**src/rtl/timer_arbiter.sv**
```systemverilog
// timer_arbiter: one shared interval counter, handed out round-robin to
// NUM_REQ requesters. The winner's interval is latched at grant time. The
// counter advances on count_enable ticks, and when the count finishes the
// owner gets a single-cycle done pulse.
// Optional build macro: TIMER_ARB_ABORT_EN. When it is defined, an owner
// that drops its request while counting gives up the counter and receives
// no done pulse.
module timer_arbiter #(
  parameter int NUM_REQ      = 4,
  parameter int NUM_CNT_BITS = 8
) (
  input  logic                            clk,
  input  logic                            rst,
  input  logic [NUM_REQ-1:0]              req,
  input  logic [NUM_REQ*NUM_CNT_BITS-1:0] interval,
  input  logic                            count_enable,
  output logic [NUM_REQ-1:0]              grant,
  output logic [NUM_REQ-1:0]              done,
  output logic                            busy,
  output logic [NUM_CNT_BITS-1:0]         count_out
);

  localparam int IDX_W = (NUM_REQ > 1) ? $clog2(NUM_REQ) : 1;
  localparam logic [NUM_CNT_BITS-1:0] CNT_ONE = 1;
  localparam logic [IDX_W-1:0] PTR_RESET = IDX_W'(NUM_REQ - 1);

  typedef enum logic [1:0] {
    IDLE,
    COUNT,
    DONE
  } state_t;

  state_t                    state_q, state_d;
  logic [NUM_CNT_BITS-1:0]   count_q, count_d;
  logic [NUM_CNT_BITS-1:0]   active_val_q, active_val_d;
  logic [NUM_REQ-1:0]        grant_q, grant_d;
  logic [NUM_REQ-1:0]        done_q, done_d;
  logic [IDX_W-1:0]          rr_ptr_q, rr_ptr_d;
  logic [IDX_W-1:0]          winner_q, winner_d;

  logic                      arb_found;
  logic [IDX_W-1:0]          arb_pick;
  logic [IDX_W-1:0]          arb_idx;
  logic [NUM_CNT_BITS-1:0]   arb_interval;

  // Round-robin search: the first request found after the last winner.
  always_comb begin
    arb_found = 1'b0;
    arb_pick  = '0;
    arb_idx   = '0;
    for (int i = 1; i <= NUM_REQ; i++) begin
      arb_idx = IDX_W'((int'(rr_ptr_q) + i) % NUM_REQ);
      if (!arb_found && req[arb_idx]) begin
        arb_found = 1'b1;
        arb_pick  = arb_idx;
      end
    end
  end

  // Select the interval lane that belongs to the requester picked above.
  always_comb begin
    arb_interval = '0;
    for (int j = 0; j < NUM_REQ; j++) begin
      if (arb_pick == IDX_W'(j)) begin
        arb_interval = interval[j*NUM_CNT_BITS +: NUM_CNT_BITS];
      end
    end
  end

  // Next-state logic: grant in IDLE, count in COUNT, pulse done in DONE.
  always_comb begin
    state_d      = state_q;
    count_d      = count_q;
    active_val_d = active_val_q;
    grant_d      = grant_q;
    done_d       = '0;
    rr_ptr_d     = rr_ptr_q;
    winner_d     = winner_q;
    case (state_q)
      IDLE: begin
        if (arb_found) begin
          active_val_d      = arb_interval;
          count_d           = '0;
          grant_d           = '0;
          grant_d[arb_pick] = 1'b1;
          winner_d          = arb_pick;
          state_d           = COUNT;
        end
      end
      COUNT: begin
`ifdef TIMER_ARB_ABORT_EN
        if (!req[winner_q]) begin
          state_d  = IDLE;
          grant_d  = '0;
          count_d  = '0;
          rr_ptr_d = winner_q;
        end else
`endif
        if (count_enable) begin
          if (count_q == active_val_q) begin
            count_d = '0;
            done_d  = grant_q;
            state_d = DONE;
          end else begin
            count_d = count_q + CNT_ONE;
          end
        end
      end
      DONE: begin
        rr_ptr_d = winner_q;
        grant_d  = '0;
        state_d  = IDLE;
      end
      default: begin
        state_d = IDLE;
        grant_d = '0;
        count_d = '0;
      end
    endcase
  end

  // State registers. The pointer resets to the last slot so that requester 0 wins first.
  always_ff @(posedge clk) begin
    if (rst) begin
      state_q      <= IDLE;
      count_q      <= '0;
      active_val_q <= '0;
      grant_q      <= '0;
      done_q       <= '0;
      rr_ptr_q     <= PTR_RESET;
      winner_q     <= '0;
    end else begin
      state_q      <= state_d;
      count_q      <= count_d;
      active_val_q <= active_val_d;
      grant_q      <= grant_d;
      done_q       <= done_d;
      rr_ptr_q     <= rr_ptr_d;
      winner_q     <= winner_d;
    end
  end

  assign grant     = grant_q;
  assign done      = done_q;
  assign busy      = (state_q != IDLE);
  assign count_out = count_q;

endmodule
```
**config.mk**
```make
export PLATFORM = sky130hd
export DESIGN_NAME = timer_arbiter
export DESIGN_NICKNAME = d
export VERILOG_FILES = /design/src/rtl/timer_arbiter.sv
export SDC_FILE = /design/constraint.sdc
export NUM_CORES = 1
export LEC_CHECK = 0
export CAP_MARGIN = 30
export CORE_MARGIN = 2
export CORE_UTILIZATION = 30
export CTS_BUF_LIST = sky130_fd_sc_hd__clkbuf_8
export DETAILED_ROUTE_END_ITERATION = 16
export HOLD_SLACK_MARGIN = 0.02
export MAX_ROUTING_LAYER = met4
export PLACE_DENSITY_LB_ADDON = 0.2
export SLEW_MARGIN = 5
export SYNTH_ARGS = -nofsm -noshare
export SYNTH_HDL_FRONTEND = slang
export SYNTH_SLANG_ARGS = --single-unit
```
**constraint.sdc**
```tcl
create_clock -name clk -period 1.7 [get_ports clk]
set_input_delay 0.34 -clock clk [delete_from_list [all_inputs] [get_ports clk]]
set_output_delay 0.34 -clock clk [all_outputs]
set_load 0.02 [all_outputs]
```
==> results.md <==
Pwr:
- The leakage power total is 1.20 nW.
- Summed over all nets, the switching power comes to 0.570 mW.
- The internal power of the cells is 1.41 mW.
- The sequential share of power is 39.6%.
- Net switching is 28.7% of the power.
- The share of total power dissipated in combinational logic is 30.7%.
- The total power per unit cell area is 714 mW/mm^2.
- The share of total power dissipated in the clock network is 29.7%.
- The maximum vdd ir drop is 484 uV.

Floorplan:
- The total core area is 0.00517 mm^2.
- The number of top-level pins is 56.
- After floorplanning, the core was divided into 26 placement rows.
- The horizontal extent of the die is 77.8 um.
- The die boundary height is 77.8 um.
- The die outline area is 0.00605 mm^2.
- The starting density of the core is 31.6%.

Status:
- The final reports fail on setup timing.
- The flow ran to the end, but the final reports show violations.

Synthesis:
- The average footprint of a synthesized cell is 8.79 um^2.
- Ranked by total cell area, the synthesized netlist is headed by sky130_fd_sc_hd__dfxtp_1 37%, sky130_fd_sc_hd__nor2_1 6.7%, sky130_fd_sc_hd__nand2b_1 6.5%.
- The net count after synthesis is 226.
- The count of cell types in the netlist is 43.
- The share of the synthesized area in the top cell type is 36.8%.
- Sequential elements use 36.8% of the synthesized area.
- The instance count of the mapped netlist is 186.
- The synthesized design contains 30 register bits.
- The synthesized cell area is 0.00163 mm^2.
- The number of warnings reported in the yosys synthesis log is 0.
- Of all cell types, the one taking the most synthesized area is sky130_fd_sc_hd__dfxtp_1.

Routing:
- The number of nets with antenna violations after detailed routing is 0.
- In this run the top signal layer used is met4.
- In this run, the number of DRC markers left after iteration 0 of detailed routing was 101.
- The met1 routed wirelength after detailed routing is 2.22 mm.
- For this run, the detailed router's first-pass iteration total came to 4.
- After detailed routing, the average wire length per cell comes to 13.6 um.
- The DRC violation count after routing is 0.
- The final routed wirelength across all metal layers is 4.76 mm.
- Dividing the detail-routed via count by the number of cells gives 4.76.
- The detailed router placed 1665 vias in this run.
- The total length of routed met2 wires is 2.22 mm.
- After detailed routing, the met3 layer carries 275 um of wire.

Setup path:
- The family with the most delay on the worst path is compound AO/OA/AOI/OAI gates.
- The signal on the critical path passes through nand2b_4, a21o_4, o311ai_4, buf_6, mux2_4, a221oi_4, o32ai_2.
- The worst setup path startpoint is rr_ptr_q[0].
- In this run the critical register-to-register path is launched from rr_ptr_q[0].
- The internal reg-to-reg setup slack is -0.08 ns.
- The capture instance of the worst register-to-register path is active_val_q[3].
- At the worst endpoint, the required time is 1.86 ns.
- The path depth of the worst reg2reg path is 7.
- The data arrival time at the worst-slack endpoint is 1.94 ns.
- The category of the most critical setup path is reg2reg.
- The largest single stage delay on the critical path is 0.36 ns.
- The peak fanout along the critical path is 5.
- The buffer and inverter count on the worst path is 1.
- The kind of end point of the critical path is a flip-flop.
- The slowest stage of the critical path is the sky130_fd_sc_hd__dfxtp_4 cell.
- The nature of the critical path startpoint is a flip-flop.

Timing:
- On the final layout, the worst clock skew is 0.00374 ns.
- The maximum operating frequency is 0.562 GHz.
- Headroom to the max-slew limit came out at 70.9%.
- The worst hold margin is 0.453 ns.
- The post-route worst setup slack is -0.0801 ns.
- Setup repair after global routing could not meet its margin everywhere.
- The number of hold violations in the final report came to 0.
- The fraction of the cycle the final worst path needs is 105%.
- The number of slew-limit violations in the final report came to 0.
- At the pin with the least slew margin, the transition time is 0.434 ns.
- For the finished layout, the period the worst path requires is 1.78 ns.
- Setup violations remaining at the end of the flow were counted as 6.

Placed design:
- The half-perimeter wire length of the detailed placement result is 3.50 mm.
- The worst setup slack before clock tree synthesis is -0.722 ns.
- The global placement routability congestion is 0.745.
- Input and output buffers added on the ports amount to 55.

Clock tree:
- After clock tree synthesis, the clock-pin slew on the worst setup and hold paths is 0.06 ns.
- The maximum clock insertion buffer count is 2.
- Clock tree synthesis found a total of 30 sinks.
- The maximum level of the CTS H-tree is 2.
- TritonCTS built the clock tree.
- The insertion delay of the later-clocked pin in the worst-skew pair is 0.28 ns.
- The root buffer cell chosen for the clock tree is sky130_fd_sc_hd__clkbuf_8.
- The CTS buffer count is 5.

Final layout:
- The number of antenna repair diodes is 0.
- The net count of the finished layout is 319.
- The top cell types in the final layout, fill and taps aside, are 43 x sky130_fd_sc_hd__clkdlybuf4s50_1, 33 x sky130_fd_sc_hd__buf_4, 29 x sky130_fd_sc_hd__nor2_1, 29 x sky130_fd_sc_hd__dfxtp_1, 16 x sky130_fd_sc_hd__nand2b_1.
- The leading cell type in the layout, fill and taps excluded is sky130_fd_sc_hd__clkdlybuf4s50_1.
- The filler cells instantiated in the layout total 460.
- The growth of design area from synthesis to finish is 70.0%.
- Of the cells placed in the final design, the portion with a size suffix greater than 1 is 27.9%.

Global route:
- The number of antenna violations at the first check in global routing came to 0.
- The largest net degree at the start of global routing is 10.
- For this run, the total global-route usage over all layers was measured as 16.2%.
- The number of global-route vias before repair was 1619.
- The global-route wire length before repair is 7.49 mm.
- Global routing finished with a remaining overflow of 0.

Worst hold path:
- The worst hold path startpoint is winner_q[1].
- The path with the worst hold slack has its endpoint at winner_q[1].
- The type of the tightest min-delay check is reg2reg.
- The cell depth of the worst hold path is 2.

Run:
- Max-cap violations in this run came to 0.
-- area by class of cell --
class | instances | area, um^2 | area share [%]
clock buffer | 6 | 82.6 | 2.97
timing repair buffer | 92 | 858 | 30.9
multi-input combinational | 148 | 1130 | 40.6
clock inverter | 2 | 8.76 | 0.315
tap | 70 | 87.6 | 3.15
sequential | 30 | 604 | 21.8
inverter | 2 | 7.51 | 0.270
-- flip-flops by register name, summed over array words and instances, names as in the netlist --
signal,count
grant,4
active_val_q,8
count_out,8
done,4
state_q,2
winner_q,2
rr_ptr_q,2
-- cells in the mapped netlist, drive strengths merged --
library cell / n
nor2: 30
a2bb2oi: 1
o22ai: 2
o211ai: 1
and2: 6
dfxtp: 30
mux2: 8
nand2: 9
inv: 2
o21ai: 14
a32oi: 3
a211oi: 1
or3: 1
a221oi: 7
xnor2: 8
a21oi: 5
mux2i: 3
buf: 3
nand4: 2
nand3: 3
o311ai: 1
or2: 2
clkbuf: 3
o31ai: 2
nor4: 1
nor2b: 4
o21a: 1
o32ai: 7
ha: 1
and3: 3
a21o: 3
nor3b: 1
nand2b: 18
-- logic make-up (layout without fill, tap and decap cells) --
family / after synthesis / in the layout / share of synthesized area, %
compound gates: 48 / 48 / 22.2
xor+xnor: 8 / 8 / 4.29
fa+ha+maj: 1 / 1 / 0.766
buf+inv: 8 / 102 / 2.37
flops: 30 / 30 / 36.8
mux: 11 / 11 / 8.04
simple gates: 80 / 80 / 25.6
-- worst reg2reg max path, cell delays in order (launching register included) --
cell and delay [ns]:
sky130_fd_sc_hd__dfxtp_4 0.36, sky130_fd_sc_hd__nand2b_4 0.15, sky130_fd_sc_hd__a21o_4 0.20, sky130_fd_sc_hd__o311ai_4 0.09, sky130_fd_sc_hd__buf_6 0.19, sky130_fd_sc_hd__mux2_4 0.32, sky130_fd_sc_hd__a221oi_4 0.25, sky130_fd_sc_hd__o32ai_2 0.10
-- metal layers --
layer  global-route usage [%]  vias to the layer above
met1                     20.4                      754
met2                     24.8                       44
li1                         -                      862
met5                        -                        -
met4                     4.82                        0
met3                     5.12                        5
-- what timing repair did --
item	4_1_cts	5_1_grt
hold buffers	0	0
gates cloned	0	0
pin swaps	5	8
resized for setup	20	19
setup endpoints to repair	26	26
setup buffers	4	3
-- worst max-delay path by stage --
| stage | cells past startpoint | endpoint |
|---|---|---|
| 2_1_floorplan | 7 | active_val_q[1] |
| 3_3_place_gp | 7 | active_val_q[2] |
| 3_5_place_dp | 7 | active_val_q[3] |
| 4_1_cts | 7 | active_val_q[3] |
| 5_1_grt | 7 | active_val_q[3] |
| 6_report | 7 | active_val_q[3] |
-- power by group through the flow --
| stage | Clock, mW | Combinational, mW | Sequential, mW |
|---|---|---|---|
| after floorplan | 0 | 0.283 | 0.809 |
| after global placement | 0 | 0.537 | 0.803 |
| after detailed placement | 0 | 0.541 | 0.802 |
| after CTS | 0.602 | 0.572 | 0.787 |
| after global routing | 0.645 | 0.659 | 0.790 |
| final | 0.590 | 0.609 | 0.785 |
-- stage by stage --
step           cell area, um^2  setup TNS [ns]  utilization (%)  total power [mW]  instances
5_1_grt                   2780           -1.05             53.7              2.09        350
6_report                  2780          -0.266             53.7              1.98        350
2_1_floorplan             1660               0                -              1.09        186
3_3_place_gp              2500          -12.22             48.4              1.34        335
4_1_cts                   2680          -0.340             51.8              1.96        347
3_5_place_dp              2500          -12.65             48.4              1.34        335
Power figures use the tool's default switching activity.
==> RTL edit 1, RTL diff (same settings) <==
The option `TIMER_ARB_ABORT_EN` is turned on by a define.
--- a/src/rtl/timer_arbiter.sv
+++ b/src/rtl/timer_arbiter.sv
@@ -5,6 +5,8 @@
 // Optional build macro: TIMER_ARB_ABORT_EN. When it is defined, an owner
 // that drops its request while counting gives up the counter and receives
 // no done pulse.
+`define TIMER_ARB_ABORT_EN
+
 module timer_arbiter #(
   parameter int NUM_REQ      = 4,
   parameter int NUM_CNT_BITS = 8
Function: changed (Yosys sat finds a counterexample within 4 cycles, from zero or initial values and one cycle with rst high).
==> RTL edit 1 against the original RTL <==
Clock skew up 6.7 ps. Count of clock-buffer cells in the layout is the same. Area after synthesis grew 12%. Cell area rose by 6.8%. Wire length is 15% higher. Power is 27% higher. Setup slack improved by 110 ps. Clock power up 52%. Sequential cell count did not move. Critical endpoint is now active_val_q[7].
==> RTL edit 1: results (changes against the original RTL) <==
stage;metric;value;unit;change
finish;fin_nets;345;;+8.2%
finish;nonClkBufAreaFrac;0.3049;;-0.004075
worst_setup_path;r2r-end;active_val_q[7];;
finish;drive_above_1_share;0.2484;;-0.03021
worst_setup_path;r2r_cells;5;;-2
worst_setup_path;critPathTopFamily;compound AO/OA/AOI/OAI gates;;
power;clock_power_share;0.356;;+0.059
power;comb_power_share;0.323;;+0.016
synthesis;synth_fp_nets;250;;+11%
finish;fin_util;0.5011;;-0.03595
finish;inverters;10;;+8
finish;seq_cells;30;;unchanged
detailed_routing;via_per_inst;5.118;;+7.6%
worst_setup_path;max_stage_delay;370;ps;
sta;fin_ws;27.36;ps;+107.5 ps
power;p_sw;0.6964;mW;+22%
detailed_routing;first_iter_violations;55;;-46%
sta;tightest_slew;309.1;ps;-125.2 ps
finish;seq_area;605.6;um^2;+0.21%
outcome;status;finished clean;;
finish;n_all_buffers;98;;+6.5%
worst_setup_path;cp_data_arrival_time;1860;ps;-80 ps
placed_design;place.port_buffers;55;;unchanged
grt;grt_pass1_wl;8549;um;+14%
power;vdd_ir_drop_max;536.7;uV;+11%
finish;multi_input_area_share;0.3986;;-0.007742
clock_network;numCtsBuffers;5;;unchanged
placed_design;hpwl;4331;um;+24%
synthesis;ys_types;55;;+28%
grt;grt_usage;0.1729;;+0.01105
placed_design;place_ws;-699.7;ps;+22.53 ps
clock_network;htree_levels;2;;unchanged
power;p_comb;0.814;mW;+34%
min_path;worstHoldStart;grant[2];;
synthesis;ys_top_cells_by_area;dfxtp_1 (33%), xor2_1 (3.8%), nor2_1 (2.9%), a21oi_1 (2.7%), nand3_1 (2.7%);;
finish;final-clk-cell-share;0.04808;;+0.01520
finish;fillers;581;;+26%
synthesis;synth_adder_area_share;0.006835;;-0.0008217
power;leakage;1.238;nW;+3.1%
worst_setup_path;cp-endpoint;active_val_q[7];;
synthesis;synthXorXnorAreaFrac;0.03828;;-0.004602
placed_design;place.gp.congestion;0.8553;;+15%
placed_design;placed_cell_area;2774;um^2;+11%
synthesis;synthMuxAreaShare;0.03623;;-0.04417
synthesis;synth_compound_area_frac;0.3028;;+0.08075
grt;first_global_vias;1860;;+15%
synthesis;synthTopCellsByCount;dfxtp_1 (30), nor2_1 (14), nand2_1 (12);;
worst_setup_path;slowest_stage;dfxtp_4;;
finish;multi_input_comb_cells;160;;+8.1%
worst_setup_path;rr_startpoint;rr_ptr_q[1];;
detailed_routing;wl;5462;um;+15%
grt;grt_max_degree;29;;+19
synthesis;syn_area;1831;um^2;+12%
synthesis;synth_seq_area_share;0.3281;;-0.03944
sta;finClkSkew;10.44;ps;+6.698 ps
==> RTL edit 1: cell count changes after synthesis, moves of 5 or more <==
cell / change
nand3b_1: +6
nor2_1: -15
a21boi_0: +5
nand3_1: +7
inv_1: +8
xor2_1: +8
nand2b_1: -17
xnor2_1: -8
a21oi_1: +5
==> RTL edit 1: logic make-up (layout without fill, tap and decap cells) <==
logic type	Yosys count	in the layout
mux	4	4
compound gates	71	71
simple gates	76	76
xor+xnor	8	8
fa+ha+maj	1	1
buf+inv	20	116
flops	30	30
==> RTL edit 1: worst reg2reg max path, stage by stage (launching register included) <==
cell and delay, ps:
dfxtp_4 370, mux2_4 310, a22oi_4 270, o2111a_1 300
nor4_4 70, o41ai_2 260
==> RTL edit 1: stage by stage <==
step	hold slack [ps]	std cells
after detailed placement	470.6	373
final	478.1	381
after global placement	469.8	373
after CTS	480.2	381
after floorplan	445.2	210
after global routing	502.0	381
==> RTL edit 1: layer usage <==
| layer | routed length [um] | vias to the layer above | part of all wire | global-route usage |
|---|---|---|---|---|
| li1 | - | 975 | - | - |
| met1 | 2478 | 909 | 0.45 | 0.2100 |
| met2 | 2622 | 64 | 0.48 | 0.2919 |
| met3 | 328 | 2 | 0.060 | 0.03478 |
| met4 | 32 | 0 | 0.0059 | 0.04833 |
| met5 | 0 | - | 0 | - |
==> RTL edit 1: how the worst min path moves through the flow <==
| stage | endpoint | cells past startpoint |
|---|---|---|
| final | grant[2] | 2 |
| after floorplan | active_val_q[4] | 2 |
| after global placement | grant[2] | 2 |
| after global routing | grant[2] | 2 |
| after CTS | grant[2] | 2 |
| after detailed placement | grant[2] | 2 |
==> RTL edit 1: repair_timing <==
item,4_1_cts,5_1_grt
buffers inserted,0,0
pin swaps,0,6
resized for setup,13,18
setup endpoints to repair,31,21
endpoints found under the hold margin,0,0
==> RTL edit 2, RTL diff (same settings) <==
Without the edit above. Take the reset off `active_val_q` and load it in a clocked block of its own.
--- a/src/rtl/timer_arbiter.sv
+++ b/src/rtl/timer_arbiter.sv
@@ -124,7 +124,6 @@
     if (rst) begin
       state_q      <= IDLE;
       count_q      <= '0;
-      active_val_q <= '0;
       grant_q      <= '0;
       done_q       <= '0;
       rr_ptr_q     <= PTR_RESET;
@@ -132,12 +131,15 @@
     end else begin
       state_q      <= state_d;
       count_q      <= count_d;
-      active_val_q <= active_val_d;
       grant_q      <= grant_d;
       done_q       <= done_d;
       rr_ptr_q     <= rr_ptr_d;
       winner_q     <= winner_d;
     end
+  end
+
+  always_ff @(posedge clk) begin
+    active_val_q <= active_val_d;
   end
 
   assign grant     = grant_q;
Formal check against the unedited RTL: same outputs for any inputs over 10 cycles, from zero or initial values and one cycle with rst high; that may be too few to reach the edited logic, so the function may still have changed.
==> RTL edit 2 against the original RTL <==
Wire length fell by 15%. Clock power down 8.0%. Cell area down 4.3%. First-iteration DRC count fell by 26%. Setup slack gained 81 ps. Clock skew grew 1.2 ps. Core utilization decreased by 4.8 points. Combinational power down 31%. Area after synthesis rose by 2.8%. Sequential cell count unchanged. Power decreased by 11%. Sequential power is 2% higher. Largest cell class unchanged. Largest power group unchanged.
==> RTL edit 2: results (changes against the original RTL) <==
stage;metric;value;unit;change
worst_setup_path;cp_data_arrival_time;1910;ps;-30 ps
min_path;worstHoldEndpoint;grant[0];;
worst_setup_path;path_max_fanout;4;;-1
worst_setup_path;max_stage_delay;510;ps;+150 ps
power;seq_power_share;0.454;;+0.058
placed_design;placed_cells;322;;-3.9%
synthesis;synth_seq_area_share;0.4054;;+0.03783
grt;grt_max_degree;20;;+10
power;vdd_ir_drop_max;302.7;uV;-37%
finish;drive_above_1_share;0.2038;;-0.07473
placed_design;placed_cell_area;2535;um^2;+1.3%
power;p_comb;0.422;mW;-31%
placed_design;place_ws;-487.6;ps;+234.6 ps
synthesis;synthXorXnorAreaFrac;0.04173;;-0.001150
power;power.internal;1.295;mW;-8.4%
worst_setup_path;slowest_stage;or4_1;;
sta;finClkSkew;4.926;ps;+1.186 ps
worst_setup_path;r2r_slack;0.8;ps;+80 ps
synthesis;synthTopCellsByCount;mux2i_1 (26), dfxtp_1 (22), nor2_1 (16), nand2_1 (12), a21oi_1 (10);;
power;leakage;1.052;nW;-12%
sta;whs;486.1;ps;+32.70 ps
synthesis;ys_top_cells_by_area;dfxtp_1 (26%), mux2i_1 (15%), edfxtp_1 (14%), xnor2_1 (4.2%), nor2_1 (3.6%);;
worst_setup_path;r2r-end;count_out[7];;
detailed_routing;wl;4031;um;-15%
synthesis;synthMuxAreaShare;0.1550;;+0.07459
synthesis;ys_types;45;;+4.7%
outcome;status;finished clean;;
finish;fin_nets;299;;-6.3%
placed_design;hpwl;3179;um;-9.1%
finish;fin_cells;332;;-5.1%
grt;grt_usage;0.1365;;-0.02532
min_path;worstHoldStart;grant[0];;
clock_network;postCtsSetupBuffers;1;;-3
synthesis;synth_fp_nets;212;;-6.2%
detailed_routing;vias;1578;;-5.2%
worst_setup_path;rr_startpoint;active_val_q[3];;
worst_setup_path;critPathTopFamily;simple AND/OR/NAND/NOR gates;;
synthesis;synth-edff-count;8;;+8
worst_setup_path;r2r_cells;6;;-1
-- RTL edit 2: changes by cell type after synthesis, moves of 5 or more --
cell      delta
a221oi_1     -7
dfxtp_1      -8
nand2b_1    -15
a21oi_1      +5
mux2_2       -5
o32ai_1      -7
nor2_1      -13
o21ai_0      -9
edfxtp_1     +8
mux2i_1     +23
-- RTL edit 2: worst register-to-register path, stage by stage (launching register included) --
cell      delay, ps
edfxtp_1        410
xnor2_2         160
nand4_1         170
buf_4           150
o211ai_4         80
or4_1           510
a31oi_1         150
-- RTL edit 2: layout make-up --
type | count | area [um^2]
multi-input cells | 133 | 1002
clock buffers | 5 | 68.82
well taps | 72 | 90.09
fillers | 537 | 2781
clock inverters | 3 | 13.76
inverters | 1 | 3.754
repair buffers | 88 | 798.3
flip-flops and latches | 30 | 680.7
-- RTL edit 2: metal layers --
metal  track usage  vias up  routed length (um)
met5             -        -                   0
met4       0.05690        0                  61
met1        0.1741      710                1981
li1              -      805                   -
met2        0.2068       57                1734
met3       0.03523        6                 254
